## src/rtl/stopwatch_digits.sv

```systemverilog
// mm:ss stopwatch core: synchronised front-panel keys, run/pause/overflow control,
// BCD cascade counter, lap freeze and leading-zero blanking for a 4-digit display.
module stopwatch_digits #(
  parameter int TICK_DIV = 50_000_000,
  parameter bit BLANK_LZ = 1'b1
) (
  input  logic       clk,
  input  logic       rst_n,
  input  logic       key_start,
  input  logic       key_clr,
  input  logic       key_lap,
  output logic [3:0] dig3,
  output logic [3:0] dig2,
  output logic [3:0] dig1,
  output logic [3:0] dig0,
  output logic       running,
  output logic       overflow
);

  localparam int PW = (TICK_DIV > 1) ? $clog2(TICK_DIV) : 1;
  localparam logic [PW-1:0] PRESC_LAST = PW'(TICK_DIV - 1);
  localparam logic [3:0] BLANK_CODE = 4'hD;

  typedef enum logic [1:0] {
    IDLE  = 2'd0,
    RUN   = 2'd1,
    PAUSE = 2'd2,
    OVF   = 2'd3
  } state_e;

  state_e        state_q, state_d;
  logic [PW-1:0] presc_q, presc_d;
  logic [3:0]    minTens_q, minTens_d;
  logic [3:0]    minUnits_q, minUnits_d;
  logic [3:0]    secTens_q, secTens_d;
  logic [3:0]    secUnits_q, secUnits_d;
  logic [15:0]   lap_q, lap_d;
  logic          frozen_q, frozen_d;

  // Key bit order everywhere: {lap, clr, start}
  logic [2:0] sync1_q, sync2_q, prev_q;
  logic [2:0] keyPulse;
  logic       startPulse, clrPulse, lapPulse;

  logic        tick;
  logic        atMax;
  logic [15:0] liveCount;
  logic [15:0] shownCount;

  always_ff @(posedge clk or negedge rst_n) begin
    if (!rst_n) begin
      sync1_q <= '0;
      sync2_q <= '0;
      prev_q  <= '0;
    end else begin
      sync1_q <= {key_lap, key_clr, key_start};
      sync2_q <= sync1_q;
      prev_q  <= sync2_q;
    end
  end

  // clr discards start and lap in the same cycle; start in turn discards lap.
  assign keyPulse   = sync2_q & ~prev_q;
  assign clrPulse   = keyPulse[1];
  assign startPulse = keyPulse[0] & ~keyPulse[1];
  assign lapPulse   = keyPulse[2] & ~keyPulse[1] & ~keyPulse[0];

  assign liveCount = {minTens_q, minUnits_q, secTens_q, secUnits_q};
  assign atMax     = (liveCount == 16'h5959);
  assign tick      = (presc_q == PRESC_LAST) && (state_q == RUN);

  always_comb begin
    state_d    = state_q;
    presc_d    = presc_q;
    minTens_d  = minTens_q;
    minUnits_d = minUnits_q;
    secTens_d  = secTens_q;
    secUnits_d = secUnits_q;
    lap_d      = lap_q;
    frozen_d   = frozen_q;

    case (state_q)
      RUN:     presc_d = tick ? '0 : presc_q + PW'(1);
      PAUSE:   presc_d = presc_q;
      default: presc_d = '0;
    endcase

    // The whole carry chain resolves in one edge, e.g. 09:59 -> 10:00.
    if (tick && !atMax) begin
      if (secUnits_q == 4'd9) begin
        secUnits_d = 4'd0;
        if (secTens_q == 4'd5) begin
          secTens_d = 4'd0;
          if (minUnits_q == 4'd9) begin
            minUnits_d = 4'd0;
            minTens_d  = minTens_q + 4'd1;
          end else begin
            minUnits_d = minUnits_q + 4'd1;
          end
        end else begin
          secTens_d = secTens_q + 4'd1;
        end
      end else begin
        secUnits_d = secUnits_q + 4'd1;
      end
    end

    case (state_q)
      IDLE:  if (startPulse) state_d = RUN;
      RUN: begin
        if (startPulse)        state_d = PAUSE;
        else if (tick && atMax) state_d = OVF;
      end
      PAUSE: if (startPulse) state_d = RUN;
      default: state_d = state_q;
    endcase

    if (lapPulse) begin
      if (frozen_q) begin
        frozen_d = 1'b0;
      end else if (state_q == RUN) begin
        lap_d    = liveCount;
        frozen_d = 1'b1;
      end
    end

    if (clrPulse) begin
      state_d    = IDLE;
      presc_d    = '0;
      minTens_d  = 4'd0;
      minUnits_d = 4'd0;
      secTens_d  = 4'd0;
      secUnits_d = 4'd0;
      frozen_d   = 1'b0;
    end
  end

  always_ff @(posedge clk or negedge rst_n) begin
    if (!rst_n) begin
      state_q    <= IDLE;
      presc_q    <= '0;
      minTens_q  <= 4'd0;
      minUnits_q <= 4'd0;
      secTens_q  <= 4'd0;
      secUnits_q <= 4'd0;
      lap_q      <= 16'h0000;
      frozen_q   <= 1'b0;
    end else begin
      state_q    <= state_d;
      presc_q    <= presc_d;
      minTens_q  <= minTens_d;
      minUnits_q <= minUnits_d;
      secTens_q  <= secTens_d;
      secUnits_q <= secUnits_d;
      lap_q      <= lap_d;
      frozen_q   <= frozen_d;
    end
  end

  assign shownCount = frozen_q ? lap_q : liveCount;
  assign dig3 = (BLANK_LZ && (shownCount[15:12] == 4'd0)) ? BLANK_CODE : shownCount[15:12];
  assign dig2 = shownCount[11:8];
  assign dig1 = shownCount[7:4];
  assign dig0 = shownCount[3:0];

  assign running  = (state_q == RUN);
  assign overflow = (state_q == OVF);

endmodule

```

## config.mk

```make
export PLATFORM = sky130hd
export DESIGN_NAME = stopwatch_digits
export DESIGN_NICKNAME = d
export VERILOG_FILES = /design/src/rtl/stopwatch_digits.sv
export SDC_FILE = /design/constraint.sdc
export NUM_CORES = 1
export LEC_CHECK = 0
export CAP_MARGIN = 40
export CORE_MARGIN = 3
export CORE_UTILIZATION = 40
export CTS_CLUSTER_SIZE = 10
export DETAILED_ROUTE_END_ITERATION = 7
export GPL_TIMING_DRIVEN = 0
export PLACE_DENSITY = 0.71
export SYNTH_ARGS = -nofsm -noshare
export SYNTH_HDL_FRONTEND = slang
export SYNTH_SLANG_ARGS = --single-unit
export TNS_END_PERCENT = 30
```

## constraint.sdc

```tcl
create_clock -name clk -period 2.2 [get_ports clk]
set_input_delay 0.44 -clock clk [delete_from_list [all_inputs] [get_ports clk]]
set_output_delay 0.44 -clock clk [all_outputs]
set_load 0.02 [all_outputs]
```

==> results by group, run 1 <==
Synth
  • Post-synthesis async set-or-reset flop share: 1.000
  • Most numerous cell in the Yosys netlist: sky130_fd_sc_hd__dfrtp_1
  • Gate count of the mapped netlist: between 300 and 400
  • Flip-flop and latch count after synthesis: 70
  • Post-synthesis net count: about 380
  • Most area-consuming cells after synthesis: sky130_fd_sc_hd__dfrtp_1 (48%), sky130_fd_sc_hd__mux2_2 (7.1%), sky130_fd_sc_hd__nor2_1 (3.6%), sky130_fd_sc_hd__nand2_1 (3.2%), sky130_fd_sc_hd__ha_1 (3.1%)
  • Synthesized cell area: ~3700 sq um
  • Most used flip-flop cell after synthesis: sky130_fd_sc_hd__dfrtp_1
  • Top cell type by total area after synthesis: sky130_fd_sc_hd__dfrtp_1
  • Area share of the leading cell type in the synthesized netlist: 0.4770
  • Number of distinct library cells after synthesis: between 50 and 60
  • Sequential element share of the synthesized area: 0.4770
  • Number of enable flip-flop cells after synthesis: 0
  • Top cells by count, synth: sky130_fd_sc_hd__dfrtp_1 (70), sky130_fd_sc_hd__nor2_1 (35), sky130_fd_sc_hd__nand2_1 (31), sky130_fd_sc_hd__mux2_2 (23), sky130_fd_sc_hd__a31oi_1 (14)
  • Count of warnings emitted by yosys: 0
  • Mean instance size in the synthesized netlist: between 10 and 15 sq um

Drt
  • Via count: just under 3000
  • First-pass iteration count of the detailed router: 4
  • Violation count after the first detailed-routing iteration: around 120
  • Remaining routing DRC violations: 0
  • Via/cell ratio: between 5 and 6
  • Routed WL per cell: between 15 and 20 microns
  • Detailed-route wire length: 8140 microns
  • ANT nets after route: 0

Final layout
  • Diodes inserted: 0
  • Number of nets in the finished design: approximately 420
  • Number of filler cells placed in the layout: 799
  • Layout cells sized above 1: 0.2274
  • Area growth from synthesis to final layout: 20.75%

Worst setup path
  • Bufs and invs on worst path: 1
  • Crit path required time: approximately 1.8 ns
  • CP max stage delay: about 0.54 ns
  • Worst reg2reg path endpoint: lap_q[10]
  • Arrival time at the worst endpoint: between 1.5 and 2 ns
  • Worst Path Max Fanout: 8
  • CP Capture Type: output pin
  • Critical path class: register to output pin
  • Register-to-register setup slack: about 0.080 ns
  • Dominant delay contributor by cell family on the critical path: buffers and inverters
  • Critical path's slowest cell: sky130_fd_sc_hd__clkdlybuf4s50_1
  • Worst-path cell chain: mux2_2, clkdlybuf4s50_1
  • Worst setup SP type: register
  • Worst reg2reg path depth: 4
  • Worst reg2reg startpoint: state_q[1]

Clocking
  • Clock tree from TritonCTS: yes
  • Clock transition at the registers of the reported paths: roughly 0.08 ns
  • Number of buffers on the longest clock path: 2
  • Post-cts hold buffer count: 0
  • Number of H-tree levels: 3
  • Sinks on Clock Net: 70
  • Skew-Pair Late Insertion Delay: roughly 0.36 ns
  • Clock tree root driver cell: sky130_fd_sc_hd__clkbuf_8
  • Total CTS buffers: 9

Die
  • Die width: roughly 100 microns
  • Num rows: 34
  • Die Outline Area: between 10000 and 15000 sq um
  • Core Box Area: 8806 sq um
  • Initial cell density of the core: 0.4170
  • Die outline height: between 100 and 150 microns
  • Ports: 23

Placed design
  • Pre-CTS setup slack: -0.3665 ns
  • Final weighted congestion in routability-driven placement: about 0.87
  • Number of I/O port buffers: 22
  • Detail Placement HPWL: 5676 microns

Timing
  • RSZ-0062 raised after global routing: true
  • Largest clock skew in the final design: 0.01530 ns
  • Final setup viols: 0
  • Portion of the clock cycle consumed by the worst path in the final layout: 0.9671
  • Final-report max-slew violation count: 0
  • Worst slew slack as a fraction of its limit: 0.5417
  • Final hold violations: 0
  • Transition time at the pin with the least slew margin: 0.6701 ns
  • Post-Route Hold Slack: between 0.005 and 0.006 ns
  • Fmax: approximately 470 MHz
  • Setup TNS Final: 0 ns
  • Final period demand of the worst path: between 2 and 2.5 ns
  • Setup slack after layout: between 0.07 and 0.08 ns

GRT
  • Overall fraction of global-route tracks in use: 0.1633
  • GRT met2 Usage: 0.2792
  • Maximum number of pins on one net before global-route repair: 40
  • Remaining global-route overflow: 0
  • Wire length of the first global-routing pass: between 10000 and 15000 microns
  • Met1 Resource Use GR: 0.2085
  • Global-route track usage on met3: 0.03754
  • Most congested layer reported by global routing: met2
  • Vias in the first global route: between 2000 and 3000
  • Initial antenna violation count: 0

Pwr
  • Pwr/cell area: 593.6 nW/um^2
  • Peak ir drop on the vdd network: between 0.2 and 0.3 mV
  • Static leakage: 1.975 nW

Job
  • Max cap viols: 0

Status
  • Status: finished clean

Worst hold path
  • Hold WC Path Type: primary input to async pin
==> sequential cells by signal (all words and copies together), names as in the netlist <==
| register | cells |
|---|---|
| sync2_q | 3 |
| minTens_q | 4 |
| presc_q | 26 |
| lap_q | 16 |
| secTens_q | 4 |
| secUnits_q | 4 |
| prev_q | 3 |
| state_q | 2 |
| sync1_q | 3 |
| minUnits_q | 4 |
| frozen_q | 1 |
==> cell usage in the layout, fill, tap and decap left out, types with 2 or more instances in the layout <==
cell                              instances
sky130_fd_sc_hd__a21oi_1                  6
sky130_fd_sc_hd__a31o_2                   2
sky130_fd_sc_hd__a31oi_1                 14
sky130_fd_sc_hd__and2_0                   2
sky130_fd_sc_hd__and2_1                   4
sky130_fd_sc_hd__and3_1                   3
sky130_fd_sc_hd__and3b_2                  2
sky130_fd_sc_hd__buf_2                    6
sky130_fd_sc_hd__buf_4                   12
sky130_fd_sc_hd__clkbuf_1                 8
sky130_fd_sc_hd__clkbuf_8                11
sky130_fd_sc_hd__clkdlybuf4s50_1          5
sky130_fd_sc_hd__clkinvlp_4               2
sky130_fd_sc_hd__dfrtp_1                 63
sky130_fd_sc_hd__dfrtp_2                  7
sky130_fd_sc_hd__dlygate4sd2_1           12
sky130_fd_sc_hd__ha_1                     8
sky130_fd_sc_hd__inv_1                   12
sky130_fd_sc_hd__mux2_2                  23
sky130_fd_sc_hd__mux2i_1                 10
sky130_fd_sc_hd__nand2_1                 31
sky130_fd_sc_hd__nand2b_1                 4
sky130_fd_sc_hd__nand3_1                 11
sky130_fd_sc_hd__nand3b_1                 6
sky130_fd_sc_hd__nand4_1                 10
sky130_fd_sc_hd__nor2_1                  33
sky130_fd_sc_hd__nor2b_1                  2
sky130_fd_sc_hd__nor3_1                  11
sky130_fd_sc_hd__nor4_1                   5
sky130_fd_sc_hd__nor4_4                   2
sky130_fd_sc_hd__nor4b_4                  3
sky130_fd_sc_hd__o21ai_0                 10
sky130_fd_sc_hd__o31ai_1                  2
sky130_fd_sc_hd__or2_2                    2
sky130_fd_sc_hd__or3_1                    6
sky130_fd_sc_hd__or3b_2                   3
sky130_fd_sc_hd__or4_1                    5
sky130_fd_sc_hd__xnor2_1                 12
sky130_fd_sc_hd__xor2_1                   4
==> worst max-delay path by stage <==
stage                   end  cells after the start          start  slack (ns)
2_1_floorplan  minTens_q[1]                      7  secUnits_q[1]        0.11
3_3_place_gp     presc_q[4]                      1          rst_n       -1.73
3_5_place_dp   secTens_q[1]                      7     presc_q[0]       -0.37
4_1_cts        minTens_q[1]                      7  secUnits_q[1]       -0.02
5_1_grt           lap_q[11]                      4     state_q[1]       -0.03
6_report            dig0[0]                      2       frozen_q        0.07
==> per-layer routing <==
layer | share of wire | wire (microns)
met3 | 0.053 | 433
met2 | 0.49 | 4023
met4 | 0.0069 | 56
met1 | 0.45 | 3626
met5 | 0 | 0
==> cell families after synthesis <==
group           synth area share
fa+ha+maj                0.03066
mux                      0.09779
xor+xnor                 0.03816
compound gates           0.08859
buf+inv                  0.02930
flops                     0.4770
simple gates              0.2385
==> power by group <==
| group | switching (W) | total, W | leakage [nW] | internal, W |
|---|---|---|---|---|
| Combinational | 0.000149 | 0.000242 | 0.937 | 0.0000929 |
| Clock | 0.000510 | 0.00106 | 0.0948 | 0.000550 |
| Sequential | 0.0000231 | 0.00133 | 0.943 | 0.00131 |
| Total | 0.000682 | 0.00263 | 1.97 | 0.00195 |
==> repair_timing <==
| item | 4_1_cts | 5_1_grt |
|---|---|---|
| pin swaps | 0 | 3 |
| resized for setup | 39 | 26 |
| gates cloned | 0 | 0 |
| hold endpoints to repair | 0 | 0 |
| buffers inserted | 4 | 6 |
| endpoints found under the setup margin | 43 | 42 |
==> layout make-up <==
class / instances / area [sq um] / area share
multi-input combinational: 264 / 1937 / 0.4368
sequential: 70 / 1760 / 0.3970
timing repair buffer: 33 / 285.3 / 0.06433
clock buffer: 10 / 137.6 / 0.03104
tap: 108 / 135.1 / 0.03047
buffer: 14 / 71.32 / 0.01608
clock inverter: 5 / 58.81 / 0.01326
inverter: 13 / 48.80 / 0.01100
==> stage by stage <==
stage,util,std cells,area [sq um],power [W]
after floorplan,-,362,3672,0.001484
after global placement,0.4574,492,4028,0.001574
after detailed placement,0.4594,493,4045,0.001583
after CTS,0.4929,511,4340,0.002643
after global routing,0.5036,517,4434,0.002733
final,0.5036,517,4434,0.002632
Note: power is estimated with default switching activity, not from simulation.
==> run 2, diff against run 1 <==
--- a/config.mk
+++ b/config.mk
@@ -12,6 +12,7 @@
 export DETAILED_ROUTE_END_ITERATION = 7
 export GPL_TIMING_DRIVEN = 0
 export PLACE_DENSITY = 0.71
+export SETUP_SLACK_MARGIN = 0.05
 export SYNTH_ARGS = -nofsm -noshare
 export SYNTH_HDL_FRONTEND = slang
 export SYNTH_SLANG_ARGS = --single-unit
==> results by group, run 2 (same netlist as run 1, synthesis figures left out) <==
Status
  • Status: finished clean

Clocking
  • Skew-Pair Late Insertion Delay: roughly 0.36 ns
  • Clock tree root driver cell: sky130_fd_sc_hd__clkbuf_8
  • Number of buffers on the longest clock path: 2
  • Number of H-tree levels: 3
  • Clock tree from TritonCTS: yes
  • Clock transition at the registers of the reported paths: around 0.080 ns
  • Total CTS buffers: 9
  • Sinks on Clock Net: 70
  • Post-cts hold buffer count: 0

Timing
  • Transition time at the pin with the least slew margin: 0.6742 ns
  • Worst slew slack as a fraction of its limit: 0.5389
  • Portion of the clock cycle consumed by the worst path in the final layout: 0.9533
  • Final setup viols: 0
  • Final hold violations: 0
  • Final period demand of the worst path: around 2.1 ns
  • Fmax: 476.8 MHz
  • RSZ-0062 raised after global routing: true
  • Largest clock skew in the final design: between 0.015 and 0.02 ns
  • Final-report max-slew violation count: 0

Worst setup path
  • CP max stage delay: 0.46 ns
  • Worst Path Max Fanout: 8
  • Arrival time at the worst endpoint: 2.38 ns
  • Crit path required time: roughly 2.5 ns
  • Bufs and invs on worst path: 1
  • Critical path's slowest cell: sky130_fd_sc_hd__or4_1
  • Worst reg2reg path depth: 7
  • Cell depth of the worst setup path: 7
  • CP Capture Type: register
  • Worst setup SP type: register
  • Register-to-register setup slack: approximately 0.10 ns
  • Worst-path cell chain: ha_4, nand4_4, nand3b_4, or3_1, buf_6, or4_1, a21oi_1
  • Dominant delay contributor by cell family on the critical path: simple AND/OR/NAND/NOR gates
  • Critical path class: register to register

Drt
  • ANT nets after route: 0
  • Via/cell ratio: between 5 and 6
  • Routed WL per cell: approximately 16 microns
  • Remaining routing DRC violations: 0
  • Violation count after the first detailed-routing iteration: 99
  • Via count: a little under 3000
  • First-pass iteration count of the detailed router: 5
  • Detailed-route wire length: between 8000 and 9000 microns

Die
  • Die outline height: 101.8 microns
  • Initial cell density of the core: 0.4170
  • Die width: approximately 100 microns
  • Die Outline Area: 10370 sq um
  • Core Box Area: approximately 9000 sq um
  • Ports: 23
  • Num rows: 34

Final layout
  • Leading cell types in the layout, fill and taps excluded: sky130_fd_sc_hd__dfrtp_1 (62), sky130_fd_sc_hd__nor2_1 (32), sky130_fd_sc_hd__nand2_1 (31)
  • Register with the most flip-flops: presc_q
  • Largest registers in the final layout: presc_q: 26 flops, lap_q: 16 flops
  • Area of combinational cells with multiple inputs: 1944 sq um
  • Layout cells sized above 1: 0.2827
  • Final standard cell area without fillers: 4518 sq um
  • Largest register FFs: 26
  • Most common cell after layout, fill and taps aside: sky130_fd_sc_hd__dfrtp_1
  • Diodes inserted: 0
  • Number of filler cells placed in the layout: ~790
  • Footprint of the flip-flops and latches: 1762 sq um
  • Area growth from synthesis to final layout: 23.03%
  • Number of nets in the finished design: roughly 430

GRT
  • Remaining global-route overflow: 0
  • Maximum number of pins on one net before global-route repair: 40
  • Initial antenna violation count: 0
  • Wire length of the first global-routing pass: 13600 microns
  • Overall fraction of global-route tracks in use: 0.1640
  • Vias in the first global route: 2898

Placed design
  • Detail Placement HPWL: 5676 microns
  • Final weighted congestion in routability-driven placement: around 0.87
  • Instance area after placement: around 4000 sq um
  • Number of I/O port buffers: 22

Pwr
  • Total power consumption of the routed design: 0.002644 W
  • Static leakage: between 2 and 2.5 nW
  • Peak ir drop on the vdd network: roughly 0.30 mV
  • Pwr/cell area: 585.1 nW/um^2

Job
  • Max cap viols: 0

Worst hold path
  • Hold WC Path Type: primary input to async pin
-- run 2: cell count changes in the layout (fill, tap and decap cells not counted), moves of 2 or more --
cell                            before  now
sky130_fd_sc_hd__buf_4              12   24
sky130_fd_sc_hd__clkbuf_2            1    9
sky130_fd_sc_hd__dlygate4sd2_1      12    7
sky130_fd_sc_hd__buf_6               0    2
sky130_fd_sc_hd__clkbuf_1            8    6
sky130_fd_sc_hd__inv_1              12   10
sky130_fd_sc_hd__inv_2               1    3
-- run 2: per-layer routing --
layer / GRT usage / vias up / part of all wire
met4: 0.04541 / 0 / 0.010
met1: 0.2093 / 1466 / 0.44
met5: 0 / - / 0
met3: 0.03754 / 8 / 0.043
met2: 0.2812 / 67 / 0.50
li1: - / 1422 / -
-- run 2: final cells by class --
class | instances | area share
clock inverter | 5 | 0.01302
timing repair buffer | 45 | 0.07616
sequential | 70 | 0.3899
tap | 108 | 0.02991
buffer | 14 | 0.01939
clock buffer | 10 | 0.03046
multi-input combinational | 264 | 0.4304
inverter | 13 | 0.01080
-- run 2: power by group --
part	switching [W]	internal (W)
Combinational	0.000154	0.000100
Sequential	0.0000204	0.00131
Clock	0.000513	0.000550
-- run 2: metrics by stage --
stage | hold WS [ns] | worst slack (ns) | setup TNS, ns | utilization | std cells
after global routing | 0.03280 | -0.0002136 | -0.0002136 | 0.5131 | 529
after global placement | 0.3358 | -1.730 | -125.60 | 0.4574 | 492
final | 0.006033 | 0.1028 | 0 | 0.5131 | 529
after CTS | 0.01597 | 0.01581 | 0 | 0.4940 | 512
after floorplan | 0.1444 | 0.1129 | 0 | - | 362
after detailed placement | 0.3396 | -0.3665 | -5.405 | 0.4594 | 493
-- run 2: what timing repair did --
item                       in CTS  in global routing
hold endpoints to repair        0                  0
setup endpoints to repair      48                 49
resized for setup              58                 38
buffers inserted                5                 17
pin swaps                       3                  8
-- run 2: worst paths after layout --
kind                                end       start
setup reg to reg           minTens_q[3]  presc_q[0]
setup / recovery           minTens_q[3]  presc_q[0]
hold / removal                 lap_q[5]       rst_n
hold reg to reg              sync2_q[2]  sync1_q[2]
min in group clk             sync2_q[2]  sync1_q[2]
max in group asynchronous   presc_q[21]       rst_n
==> run 3, diff against run 2 <==
--- a/config.mk
+++ b/config.mk
@@ -11,7 +11,7 @@
 export CTS_CLUSTER_SIZE = 10
 export DETAILED_ROUTE_END_ITERATION = 7
 export GPL_TIMING_DRIVEN = 0
-export PLACE_DENSITY = 0.71
+export PLACE_DENSITY = 0.69
 export SETUP_SLACK_MARGIN = 0.05
 export SYNTH_ARGS = -nofsm -noshare
 export SYNTH_HDL_FRONTEND = slang
==> results by group, run 3 (same netlist as run 1, synthesis figures left out) <==
Timing
  • Final-report max-slew violation count: 0
  • Final hold violations: 0
  • Transition time at the pin with the least slew margin: 0.6072 ns
  • Setup TNS Final: 0 ns
  • Final period demand of the worst path: 2.074 ns
  • Post-Route Hold Slack: between 0.3 and 0.4 ns
  • Fmax: 482.1 MHz
  • Portion of the clock cycle consumed by the worst path in the final layout: 0.9429
  • Worst slew slack as a fraction of its limit: 0.5921
  • RSZ-0062 raised after global routing: true
  • Largest clock skew in the final design: 0.01863 ns
  • Final setup viols: 0

Clocking
  • Clock tree from TritonCTS: yes
  • Number of buffers on the longest clock path: 2
  • Number of H-tree levels: 3
  • Clock transition at the registers of the reported paths: around 0.08 ns
  • Total CTS buffers: 9
  • Sinks on Clock Net: 70
  • Clock tree root driver cell: sky130_fd_sc_hd__clkbuf_8
  • Skew-Pair Late Insertion Delay: about 0.35 ns

Final layout
  • Area growth from synthesis to final layout: 20.65%
  • Largest registers in the final layout: presc_q: 26 flops, lap_q: 16 flops
  • Leading cell types in the layout, fill and taps excluded: sky130_fd_sc_hd__dfrtp_1 (63), sky130_fd_sc_hd__nor2_1 (33), sky130_fd_sc_hd__nand2_1 (31)
  • Register with the most flip-flops: presc_q
  • Diodes inserted: 0
  • Most common cell after layout, fill and taps aside: sky130_fd_sc_hd__dfrtp_1
  • Final standard cell count with taps included and fillers excluded: slightly above 500
  • Final core utilization: 0.5031
  • Number of filler cells placed in the layout: ~800
  • Layout cells sized above 1: 0.2494
  • Number of nets in the finished design: between 400 and 500
  • Largest register FFs: 26

Worst setup path
  • CP Capture Type: register
  • Worst Path Max Fanout: 8
  • Bufs and invs on worst path: 1
  • CP max stage delay: about 0.45 ns
  • Worst reg2reg startpoint: presc_q[9]
  • Worst reg2reg path endpoint: minTens_q[3]
  • Arrival time at the worst endpoint: 2.35 ns
  • Worst-path cell chain: nor4b_4, nand3_2, or3_4, buf_6, or4_1, a21oi_1
  • Register-to-register setup slack: about 0.13 ns
  • Worst setup SP type: register
  • Dominant delay contributor by cell family on the critical path: simple AND/OR/NAND/NOR gates
  • Critical path's slowest cell: sky130_fd_sc_hd__dfrtp_2
  • Crit path required time: 2.47 ns
  • Critical path class: register to register
  • Worst reg2reg path depth: 6

GRT
  • Overall fraction of global-route tracks in use: 0.1713
  • Vias in the first global route: between 2000 and 3000
  • Remaining global-route overflow: 0
  • Maximum number of pins on one net before global-route repair: 60
  • Wire length of the first global-routing pass: about 14000 microns
  • Initial antenna violation count: 0

Placed design
  • Detail Placement HPWL: between 5000 and 6000 microns
  • Number of I/O port buffers: 22
  • Cell count after placement: 493
  • Final weighted congestion in routability-driven placement: between 0.8 and 0.9

Die
  • Num rows: 34
  • Die outline height: a little over 100 microns
  • Ports: 23
  • Die width: 101.8 microns
  • Die Outline Area: slightly above 10000 sq um
  • Core Box Area: between 8000 and 9000 sq um
  • Initial cell density of the core: 0.4170

Drt
  • Via/cell ratio: between 5 and 6
  • Routed WL per cell: between 15 and 20 microns
  • ANT nets after route: 0
  • Via count: 2954
  • Violation count after the first detailed-routing iteration: 116
  • First-pass iteration count of the detailed router: 4
  • Detailed-route wire length: 8220 microns
  • Remaining routing DRC violations: 0

Pwr
  • Pwr/cell area: 587.6 nW/um^2
  • Peak ir drop on the vdd network: 0.3438 mV
  • Static leakage: roughly 2 nW
  • Total power consumption of the routed design: around 0.0026 W

Worst hold path
  • Launch point of the worst hold path: sync1_q[2]
  • Endpoint of the worst hold path: sync2_q[2]
  • Hold path depth: 0
  • Hold WC Path Type: register to register

Status
  • Status: finished clean

Job
  • Max cap viols: 0
==> run 3: changes by cell type in the layout (fill, tap and decap cells not counted), moves of 2 or more <==
| cell | change |
|---|---|
| sky130_fd_sc_hd__inv_1 | +3 |
| sky130_fd_sc_hd__inv_2 | -3 |
| sky130_fd_sc_hd__buf_2 | +7 |
| sky130_fd_sc_hd__clkinv_4 | +2 |
| sky130_fd_sc_hd__clkinv_2 | +2 |
| sky130_fd_sc_hd__clkbuf_2 | -5 |
| sky130_fd_sc_hd__and3b_2 | -2 |
| sky130_fd_sc_hd__buf_4 | -15 |
| sky130_fd_sc_hd__clkinvlp_4 | -2 |
| sky130_fd_sc_hd__and3b_1 | +2 |
==> run 3: per-layer routing <==
layer / global-route usage / wire length, microns / up-vias
li1: - / - / 1396
met1: 0.2175 / 3627 / 1491
met2: 0.2943 / 4187 / 60
met3: 0.03686 / 327 / 7
met4: 0.05247 / 78 / 0
met5: 0 / 0 / -
==> run 3: worst register-to-register path: stages (launching register included) <==
cell and delay, ns:
sky130_fd_sc_hd__dfrtp_2 0.45, sky130_fd_sc_hd__nor4b_4 0.32, sky130_fd_sc_hd__nand3_2 0.17, sky130_fd_sc_hd__or3_4 0.40
sky130_fd_sc_hd__buf_6 0.15, sky130_fd_sc_hd__or4_1 0.39, sky130_fd_sc_hd__a21oi_1 0.13
==> run 3: report_power, final <==
group / leakage (nW) / internal (W) / switching [W]
logic: 0.924 / 0.000104 / 0.000152
clock network: 0.100 / 0.000522 / 0.000495
registers: 0.942 / 0.00131 / 0.0000237
==> run 3: worst max-delay path by stage <==
stage | start | endpoint | slack, ns | depth (start not counted)
after global routing | secTens_q[1] | minTens_q[1] | -0.02 | 7
after global placement | rst_n | presc_q[6] | -1.76 | 1
final | presc_q[9] | minTens_q[3] | 0.13 | 6
after CTS | secUnits_q[1] | minTens_q[1] | -0.02 | 7
after detailed placement | presc_q[0] | secTens_q[1] | -0.39 | 7
after floorplan | secUnits_q[1] | minTens_q[1] | 0.11 | 7
==> run 3: timing repair <==
action / in CTS / in global routing
gates resized for setup: 66 / 31
hold buffers: 1 / 0
setup endpoints to repair: 50 / 41
cloned: 0 / 0
pin swaps: 6 / 3
setup buffers: 5 / 3
hold endpoints to repair: 11 / 0
==> run 3: layout make-up <==
type                    count  area [sq um]  share of cell area
plain buffers              14         86.33             0.01949
flip-flops and latches     70          1760              0.3973
clock inverters             6         62.56             0.01412
multi-input cells         264          1953              0.4408
repair buffers             32         256.5             0.05789
well taps                 108         135.1             0.03050
inverters                  13         48.80             0.01101
clock buffers              10         127.6             0.02881
==> run 3: through the flow <==
stage	worst slack, ns	instance area, sq um
3_3_place_gp	-1.761	4028
5_1_grt	-0.01821	4431
3_5_place_dp	-0.3939	4053
2_1_floorplan	0.1129	3672
6_report	0.1257	4431
4_1_cts	-0.01949	4373
